$ cat src/rtl/ravan_key_scheduler.sv
// ravan_key_scheduler
//   Round-key scheduler for the RAVAN-A 512-bit engine. Captures a master key,
//   then issues one 64-bit round key per round over a valid/ready handshake.
//   After every 8th issued round the held key is rotated left by ROT, so that
//   later 8-round groups draw different slices. The held key is cleared on
//   completion and on abort, so no key material stays resident while idle.
//
//   Ports
//     clk, rst               clock, asynchronous active-high reset
//     key, key_valid         master key and load request
//     key_ready              high only while idle
//     abort                  synchronous cancel, highest priority
//     rk_data, rk_index      current round key and round number
//     rk_valid, rk_ready     round-key handshake
//     busy                   high while issuing
//     done                   one-cycle pulse after the last key is accepted
//
//   DynamicKeySlicer (built into this module)
//     Slice i is the 64-bit circular window of the held key that starts at
//     bit OFFSET[i]; bit k of the slice is key_q[(OFFSET[i] + k) mod 512].
//     Slices 1 and 6 share a window; the round index XORed into rk_data
//     keeps their round keys distinct.
module ravan_key_scheduler #(
  parameter int unsigned NUM_ROUNDS = 16,
  parameter int unsigned ROT        = 13
) (
  input  logic         clk,
  input  logic         rst,
  input  logic [511:0] key,
  input  logic         key_valid,
  output logic         key_ready,
  input  logic         abort,
  output logic [63:0]  rk_data,
  output logic [7:0]   rk_index,
  output logic         rk_valid,
  input  logic         rk_ready,
  output logic         busy,
  output logic         done
);

  typedef enum logic {
    S_IDLE,
    S_ISSUE
  } state_t;

  localparam int unsigned OFFSET [8] = '{10, 453, 74, 138, 202, 266, 453, 330};
  localparam logic [7:0]  LAST_ROUND = 8'(NUM_ROUNDS - 1);

  state_t       state_q, state_d;
  logic [511:0] key_q, key_d;
  logic [7:0]   round_q, round_d;
  logic         done_q, done_d;

  // DynamicKeySlicer: doubling the key turns each circular window into a
  // plain part-select (largest index used is 453 + 63 < 1024).
  logic [1023:0]     key_dbl;
  logic [7:0][63:0]  sliced_key;

  assign key_dbl = {key_q, key_q};

  always_comb begin
    sliced_key = '0;
    for (int unsigned i = 0; i < 8; i++) begin
      sliced_key[i] = key_dbl[OFFSET[i] +: 64];
    end
  end

  // rotl(key_q, ROT); legal ROT range 1..511 keeps both shifts in range.
  logic [511:0] key_rot;
  assign key_rot = (key_q << ROT) | (key_q >> (512 - ROT));

  always_ff @(posedge clk or posedge rst) begin
    if (rst) begin
      state_q <= S_IDLE;
      key_q   <= '0;
      round_q <= '0;
      done_q  <= 1'b0;
    end else begin
      state_q <= state_d;
      key_q   <= key_d;
      round_q <= round_d;
      done_q  <= done_d;
    end
  end

  always_comb begin
    state_d = state_q;
    key_d   = key_q;
    round_d = round_q;
    done_d  = 1'b0;

    if (abort) begin
      // Cancel wins over load and transfer; no done pulse is raised.
      state_d = S_IDLE;
      key_d   = '0;
      round_d = '0;
    end else begin
      unique case (state_q)
        S_IDLE: begin
          if (key_valid) begin
            key_d   = key;
            round_d = '0;
            state_d = S_ISSUE;
          end
        end
        S_ISSUE: begin
          if (rk_ready) begin
            if (round_q == LAST_ROUND) begin
              done_d  = 1'b1;
              key_d   = '0;
              round_d = '0;
              state_d = S_IDLE;
            end else begin
              round_d = round_q + 8'd1;
              // Rotate only at the boundary between 8-round groups.
              if (round_q[2:0] == 3'd7) begin
                key_d = key_rot;
              end
            end
          end
        end
        default: state_d = S_IDLE;
      endcase
    end
  end

  assign key_ready = (state_q == S_IDLE);
  assign rk_valid  = (state_q == S_ISSUE);
  assign busy      = (state_q == S_ISSUE);
  assign done      = done_q;
  assign rk_index  = round_q;
  assign rk_data   = sliced_key[round_q[2:0]] ^ {56'b0, round_q};

endmodule

$ cat config.mk
export PLATFORM = sky130hd
export DESIGN_NAME = ravan_key_scheduler
export DESIGN_NICKNAME = d
export VERILOG_FILES = /design/src/rtl/ravan_key_scheduler.sv
export SDC_FILE = /design/constraint.sdc
export NUM_CORES = 1
export LEC_CHECK = 0
export CELL_PAD_IN_SITES_DETAIL_PLACEMENT = 1
export CELL_PAD_IN_SITES_GLOBAL_PLACEMENT = 2
export CORE_MARGIN = 10
export CORE_UTILIZATION = 31
export DETAILED_ROUTE_END_ITERATION = 10
export GPL_ROUTABILITY_DRIVEN = 0
export PLACE_DENSITY = 0.81
export SKIP_LAST_GASP = 1
export SYNTH_ARGS = -nofsm -noshare
export SYNTH_HDL_FRONTEND = slang
export SYNTH_SLANG_ARGS = --single-unit
$ cat constraint.sdc
create_clock -name clk -period 22.6 [get_ports clk]
set_clock_uncertainty 0.05 [all_clocks]
set_input_delay 4.52 -clock clk [delete_from_list [all_inputs] [get_ports clk]]
set_output_delay 4.52 -clock clk [all_outputs]
set_load 0.05 [all_outputs]
Word-level counts from Yosys, hierarchy flattened
Cells that the tools add are included.

$add $sub $neg: 1. Multiply operators: 0. Divide/modulo/power cells: 0. $lt $le $gt $ge: 1. Equality and inequality tests: 5. Shift operators: 0. Mux-type cells: 22. Bitwise operators: 3. Reduce and logical (&&, ||, !) cells: 2.

Operators with widths (count): 512-bit 2-to-1 mux (5); 512-bit one-hot mux with 2 select lines (1); 512-bit by 13-bit OR with 512-bit output (1); 64-bit binary-select mux with 3-bit select (1); 64-bit 2-to-1 mux (1); 64-bit by 8-bit bitwise XOR with 64-bit output (1); 8-bit 2-to-1 mux (4); 8-bit one-hot mux with 2 select lines (1); 8-bit by 1-bit adder with 8-bit output (second input constant) (1); 8-bit by 4-bit equality test with 1-bit output (second input constant) (1); 1-bit 2-to-1 mux (8); 3-bit by 4-bit less-than comparator with 1-bit output (second input constant) (1); 4-bit by 2-bit != test with 1-bit output (second input constant) (1); 3-bit equality test (second input constant) (1); 3-bit by 2-bit != test with 1-bit output (second input constant) (1); 3-bit != test (second input constant) (1); 3-bit AND reduction (1); 1-bit one-hot mux with 2 select lines (1); 2-bit AND reduction (1); 1-bit inverter (1).

Register bits after elaboration: 522. Bits in latches: 0. Memory bits (writable): 0. ROM bits: 0. Bits of input ports: 517. Output and inout port bits: 76. Logic and storage cells: 38. Memories kept: 0.

Depth between registers and ports, before layout
Gate-level depths: netlist (run 1).

Depth after elaboration: 6. Depth in mapped cells: 9.

Worst setup path after synthesis (run 1)
OpenSTA, ideal clock, no wires.

Path type: register -> output. Start point: register round_q[1] (netlist: rk_index[1]). End point: output rk_data[2]. Arrival: 2.869 ns. Data required time: 18.030 ns. Setup slack: 15.161 ns. Cell stages (with the launch flop): 6. Buffers on the path: 3. Cells stage by stage: dfrtp_1 > clkbuf_1 > buf_2 > buf_2 > mux4_2 > o21ai_0.

Cells in the longest elaborated chain, start to end: 3.

RTL lines: from (decl) (RTL line 51) `logic [7:0] round_q, round_d;`; from (signal assigned) (RTL line 81) `round_q <= round_d;`; 64-bit binary-select mux with 3-bit select (RTL line 132) `assign rk_data = sliced_key[round_q[2:0]] ^ {56'b0, round_q};`; 64-bit 2-to-1 mux (implied by the code) (RTL line 132); 64-bit by 8-bit bitwise XOR with 64-bit output (RTL line 132); to (decl) (RTL line 33) `output logic [63:0] rk_data,`.

Every way passes these cells. The select of a mux whose other input is x is not followed.

Worst setup path after layout (run 1)
Start point: register round_q[0] (netlist: rk_index[0]). End point: output rk_data[39].

The elaborated chain is that of the path after synthesis.

==> run summary, run 1 <==
The count of cells along the worst register-to-register path came out at 7. The detailed-route via count came out at 23,500. The minimum period implied by the final worst setup slack is 9.503 ns. Summed over all layers, the global routing overflow is 0. The overall power consumption is 2.579 mW.

Based on the critical path, the design can be clocked at up to 105.2 MHz. Setup total negative slack on the finished layout was measured at 0 ns. The top cell types in the final layout, fill and taps aside, are clkdlybuf4s50_1, dfrtp_1, and2_1. The run finished with clean final reports. The standby leakage power came out at 14.96 nW.

The mux share of post-synthesis cell area is 20.14%. The count of port buffers added during placement came out at 592. In the routed design, unresolved DRC markers number 0. Data arrives at the worst endpoint at 4.93 ns. The number of search-and-repair iterations in the first detailed-routing pass is 6. The core area is 86,750 um^2. The effective utilization at floorplan is a little under a third. The x dimension of the die is 315.6 um. The xor and xnor fraction of the mapped netlist area came out at less than 1%. The net count of the finished layout is between 3,000 and 4,000. After floorplanning, the core was divided into 108 placement rows. The area fraction of the dominant cell type after synthesis is 48.21%. The synthesized design contains 522 register bits. The final number of max-transition violations is 0. The power per standard cell area is between 70 and 80 nW/um^2. The count of mapped cells out of synthesis came out at between 2,000 and 2,500. The setup path with the least slack is of type reg -> out. The initial antenna violation count came out at 50. The deepest clock path buffer count is 3. The share of the synthesized area in compound gates (AO/OA/AOI/OAI) came out at 18.29%. After synthesis, the netlist uses 35 different library cells. The path class of the lowest-slack min-delay path is reg -> reg.

The total length of routed met2 wires came out at ~72,000 um. The post-cts sizing count is 0. The setup fix buffers added after clock tree synthesis is 0.

The worst setup path is launched from a flop. The number of warnings issued by yosys is 0. The signal on the critical path passes through buf_4 -> buf_4 -> mux4_2 -> nand2_1 -> nand2_1 -> clkdlybuf4s50_1. The largest single stage delay on the critical path is around 0.92 ns. The number of setup violations in the final report is 0.

STA classifies the critical path endpoint as an output port. Yosys attributes the largest share of cell area to dfrtp_1, mux4_2, a221o_1. The layout cell share with drive strength beyond 1 is 10.17%. In this run, CTS created clock tree buffers numbering 59. In the final routing, the length of wire on met1 measures 59,150 um. The worst hold path depth came out at 1. The critical-path cell with the highest stage delay is dfrtp_4. The synthesized netlist occupies a cell area of between 20,000 and 30,000 um^2. The pin count of the biggest net entering global routing is 154. Once routing completed, OpenROAD measured the worst setup slack at 13.10 ns. The global-route wire length before repair came out at around 210,000 um. The normalized max-slew margin is 15.73%. The actual transition at the worst max-transition pin is 1.264 ns. The number of hold-repair buffers added at the cts stage is 0. The detail route stage leaves a number of antenna-violating nets equal to 0. The topmost layer with routed signal wires is met5. The number of hold violations in the final report came out at 0.

After filler insertion, the fill cell instance count of the layout stands at 9,106. The post-synth net total came out at 2,650. By area, the combinational part of the netlist is dominated by multiplexers. The placed wire-length estimate after detailed placement is 124,100 um. From synthesis to final layout, the design area changed by 31.99%.

After synthesis, the mean cell area works out to 12.71 um^2. Of the total synthesized cell area, the portion taken by AND, OR, NAND and NOR gates is 8.986%. The highest ir drop seen on vdd came out at ~0.06 mV. The die footprint came out at 99,630 um^2. The met3 routed wirelength is 16,480 um. The clock transition at the registers of the reported paths came out at 0.06 ns. The clock latency reported for the late side of the worst-skew pair came out at 0.65 ns. The vias per cell is 6.167. For this run, the register share of the synthesized area comes to 48.21%. Before CTS, the worst setup slack after placement is 13.70 ns.

The via count of the first global-routing pass came out at between 20,000 and 25,000. The fraction of the cycle the final worst path needs came out at 42.05%. The tool flagged a number of max-cap violations equal to 0. The maximum fanout encountered on the critical timing path came out at 58.

Setup repair after global routing left no endpoint under its margin. The initial detailed-routing violation count came out at between 3,000 and 4,000. The synthesized netlist devotes 0.09236% of its cell area to adder and majority cells. The boundary pin count came out at 593. The post-detailed-routing wire length came out at between 150,000 and 200,000 um. The routed length per instance is 41.09 um.

TritonCTS built the clock tree. The clock tree root driver cell is clkbuf_16. The aggregate global-route resource usage came out at 30.37%. The library cell used most frequently in the layout, excluding fill and tap cells, is clkdlybuf4s50_1. The number of H-tree levels is 2. The required time at the worst-slack endpoint is between 15 and 20 ns. The die is approximately 320 um tall. The count of clock tree sinks came out at 522. The biggest area contributor in the post-synthesis netlist is dfrtp_1.
==> through the flow <==
step           utilization, %  cell area (um^2)  std cells  hold WS (ns)
6_report                41.22             35760       3810        0.4505
5_1_grt                 41.21             35750       3804        0.4856
4_1_cts                 41.19             35730       3799        0.4544
3_5_place_dp            38.77             33640       3688        0.4370
3_3_place_gp            38.77             33640       3688        0.4259
2_1_floorplan               -             27090       2131        0.4059
==> critical path, delay by kind of cell, from the launching register on <==
kind / cells / cell delay [ns]
buffers and inverters: 3 / 2.32
DFF: 1 / 0.92
muxes: 1 / 0.60
and+or+nand+nor: 2 / 0.25
==> worst paths after layout <==
check                       startpoint     endpoint  slack [ns]
max                        rk_index[0]  rk_data[39]       13.10
min                           key_q[9]     key_q[9]        0.45
max reg2reg                rk_index[1]   key_q[407]       17.49
min reg2reg                   key_q[9]     key_q[9]        0.45
max in group asynchronous          rst   key_q[300]       15.61
min in group asynchronous          rst         busy        4.31
==> state kept, by name (all words and copies together) (netlist names) <==
name,cells
done,1
busy,1
key_q,512
rk_index,8
==> layout make-up <==
cell class / instances / area (um^2) / area share [%]
Tap cell: 1155 / 1445 / 4.041
Timing Repair Buffer: 620 / 6148 / 17.19
Sequential cell: 522 / 13080 / 36.56
Clock inverter: 29 / 414.1 / 1.158
Multi-Input combinational cell: 1385 / 12940 / 36.18
Clock buffer: 82 / 1683 / 4.706
Antenna cell: 11 / 27.53 / 0.07697
Inverter: 6 / 30.03 / 0.08397
==> metal layers <==
metal	vias to the layer above	track usage, %
met3	349	9.663
met4	68	14.03
met1	12300	37.76
li1	9225	-
met2	1560	47.76
met5	-	0
==> cells by family after synthesis <==
family,count (synthesis)
XOR/XNOR,5
flip-flops,522
adder cells (fa/ha/maj),2
AND/OR/NAND/NOR,458
buffers and inverters,224
multiplexers,385
AO/OA/AOI/OAI,535
==> Yosys cell counts (all sizes together) <==
master	instances
mux4	128
nor2	4
ha	2
xnor2	5
o21ai	6
nor2b	4
clkbuf	100
a21o	1
or3	1
buf	118
a221o	261
a311o	1
inv	6
and2	262
a41oi	1
mux2i	256
a311oi	1
nand3b	1
nor4	1
dfrtp	522
nand2	172
mux2	1
and3	5
nand3	3
nor3	2
nand2b	3
a21oi	6
o2bb2ai	251
a22oi	1
a31oi	6
==> where the power goes <==
group / internal, mW / switching [mW]
logic: 0.197 / 0.206
registers: 0.990 / 0.126
clock network: 0.624 / 0.435
(Power assumes the default switching activity.)
==> run 2, diff against run 1 <==
- PLACE_DENSITY: 0.81 -> 0.84
- clock period: 22.6 -> 7.6 ns (I/O delays scaled with it)
==> run summary, run 2 (same netlist as run 1, synthesis figures left out) <==
The number of maximum-capacitance constraint violations was 0 (unchanged). The synthesis-to-finish area growth was 32.31% (was 31.99%). The core area is 86,750 um^2 (unchanged). The count of cells along the worst register-to-register path came out at 5 (was 7). The worst-case setup slack after placement is 2.649 ns (was 13.70 ns). The register with the most flip-flops was key_q (unchanged). The count of clock tree sinks is 522 (unchanged). The area occupied by multi-input gates is 12,940 um^2 (unchanged). The boundary pin count came to 593 (unchanged). The arrival time at the worst endpoint was 4.10 ns (was 4.93 ns). The final number of max-transition violations is 0 (unchanged).

The routed length per instance came out at 40.69 um (was 41.09 um). The x dimension of the die came out at 315.6 um (unchanged). The type of destination of the critical path is an output port (unchanged). The via count of the first global-routing pass was 24,440 (was 24,110). The gate family responsible for the most delay along the worst path was buffers and inverters (unchanged). The detailed-route via count came out at 23,780 (was 23,500). The number of setup violations in the final report came out at 0 (unchanged). The final antenna-violating net count came out at 0 (unchanged). The number of search-and-repair iterations in the first detailed-routing pass is 6 (unchanged). The standby leakage power came out at 14.94 nW (was 14.96 nW).

The worst setup margin came out at 1.929 ns (was 13.10 ns). The clock tree root driver cell was clkbuf_16 (unchanged). Status: finished clean (unchanged). The effective utilization at floorplan is 31.23% (unchanged). The layout cell share with drive strength beyond 1 came out at 10.05% (was 10.17%). The critical-path cell with the highest stage delay was dfrtp_4 (unchanged). The area used by sequential logic in the layout is 13,080 um^2 (unchanged). The maximum fanout encountered on the critical timing path was 51 (was 58).

The initial detailed-routing violation count is 3,259 (was 3,421). The number of H-tree levels came to 2 (unchanged). The actual transition at the worst max-transition pin was 1.331 ns (was 1.264 ns).

The setup TNS is 0 ns (unchanged). The number of flip-flops in the largest register came to 512 (unchanged). The total DRC errors in the routed layout came out at 0 (unchanged). The initial antenna violation count is 75 (was 50).

The non-filler instance count after layout came to 3,822 (was 3,810). The fraction of the cycle the final worst path needs came out at 74.62%. Sequence of cells on the critical path: buf_4 -> mux4_2 -> mux2i_1 -> xnor2_1 -> clkdlybuf4s50_1 (was buf_4 -> buf_4 -> mux4_2 -> nand2_1 -> nand2_1 -> clkdlybuf4s50_1). The overall power consumption is 7.627 mW (was 2.579 mW).

The total stage count of the critical path came out at 5 (was 6). The placed wire-length estimate after detailed placement is 121,100 um (was 124,100 um). The deepest clock path buffer count was 3 (unchanged). The normalized max-slew margin was 11.28% (was 15.73%). The number of fill cells came out at 9,075 (was 9,106).

The setup fix buffers added after clock tree synthesis is 0 (unchanged). The minimum period implied by the final worst setup slack is 5.671 ns. The largest incremental delay on the critical path is 0.94 ns (was 0.92 ns). The number of hold violations in the final report was 0 (unchanged). The TritonCTS buffer count was 58 (was 59). The count of port buffers added during placement is 592 (unchanged). The clock tree from TritonCTS is yes (unchanged). The post-detailed-routing wire length came to 155,500 um (was 156,600 um). The path type of the worst setup path was reg -> out (unchanged). The number of hold-repair buffers added at the cts stage is 0 (unchanged). The path class of the lowest-slack min-delay path was reg -> reg (unchanged). The global-route wire length before repair is 209,100 um (was 209,700 um). The final net count came to 3,108 (was 3,113).

The startpoint class of the critical path is a flop (unchanged). The required time at the worst-slack endpoint is 6.03 ns (was 18.03 ns). The flop-to-flop setup slack is 3.82 ns (was 17.49 ns). The clock latency reported for the late side of the worst-skew pair came out at 0.64 ns (was 0.65 ns).

The commonest non-fill, non-tap cell in the layout is clkdlybuf4s50_1 (unchanged). The power per standard cell area came out at 212.8 nW/um^2 (was 72.11 nW/um^2). The highest ir drop seen on vdd came to 0.1487 mV (was 0.05908 mV). Commonest non-fill, non-tap cells in the layout: clkdlybuf4s50_1, dfrtp_1, and2_1 (unchanged). Static timing analysis puts the maximum clock frequency at 176.3 MHz.

The vias per cell is 6.223 (was 6.167). The worst hold path depth came out at 1 (unchanged). The number of placed cells counting well taps came out at 3,684 (was 3,688). The number of standard-cell rows in the floorplan came out at 108 (unchanged). The pin count of the biggest net entering global routing came out at 262 (was 154). The remaining global-route overflow is 0 (unchanged). The clock transition at the registers of the reported paths came to 0.06 ns (about the same). Setup repair after global routing missed its margin: no (unchanged). The number of buffers and inverters on the critical path came out at 2 (was 3).

The post-cts sizing count is 0 (unchanged). The die footprint came out at 99,630 um^2 (unchanged). The die boundary height came out at 315.6 um (unchanged). The aggregate global-route resource usage came out at 30.11% (was 30.37%).
[run 2: cell types whose count changed in the layout (fill, tap and decap cells not counted), sizes merged]
cell / change
diode: +18
clkinv: -7
buf: -4
clkbuf: +4
clkinvlp: +4
bufinv: -2
inv: -1
[run 2: worst register-to-register path: stages, from the launching register on]
cell       delay (ns)
dfrtp_4          0.48
buf_4            0.66
buf_12           0.67
buf_4            1.07
mux2i_1          0.58
o2bb2ai_1        0.11
[run 2: cell type report]
cell class,instances,share of cell area (%)
tap,1155,4.031
timing repair buffer,616,17.35
clock inverter,23,0.9109
antenna,29,0.2024
multi-input combinational,1385,36.09
sequential,522,36.47
inverter,6,0.07329
clock buffer,86,4.872
[run 2: path summary, 6_finish.rpt]
check	to	start
max	rk_data[5]	rk_index[1]
min	key_q[8]	key_q[8]
max reg2reg	key_q[23]	busy
min reg2reg	key_q[8]	key_q[8]
max in group asynchronous	key_q[188]	rst
min in group asynchronous	key_q[482]	rst
[run 2: where the power goes]
group / total (mW) / switching (mW) / internal [mW] / leakage (nW)
clock: 3.11 / 1.28 / 1.83 / 1.01
sequential: 3.30 / 0.359 / 2.95 / 7.05
combinational: 1.22 / 0.627 / 0.589 / 6.88
total: 7.63 / 2.26 / 5.36 / 14.9
[run 2: per-stage QoR]
| stage | utilization [%] | hold WS [ns] | instance area, um^2 |
|---|---|---|---|
| 4_1_cts | 41.24 | 0.4513 | 35780 |
| 5_1_grt | 41.28 | 0.4668 | 35810 |
| 3_5_place_dp | 38.85 | 0.4320 | 33700 |
| 2_1_floorplan | - | 0.4059 | 27100 |
| 3_3_place_gp | 38.85 | 0.4370 | 33700 |
| 6_report | 41.32 | 0.4489 | 35850 |
[run 2: metal layers]
metal  vias up  track usage, %  wire (um)
met5         -               0        471
met3       436           10.43      17490
met4        78           18.40      10860
met2      1648           45.32      69120
li1       9238               -          -
met1     12380           36.86      57580
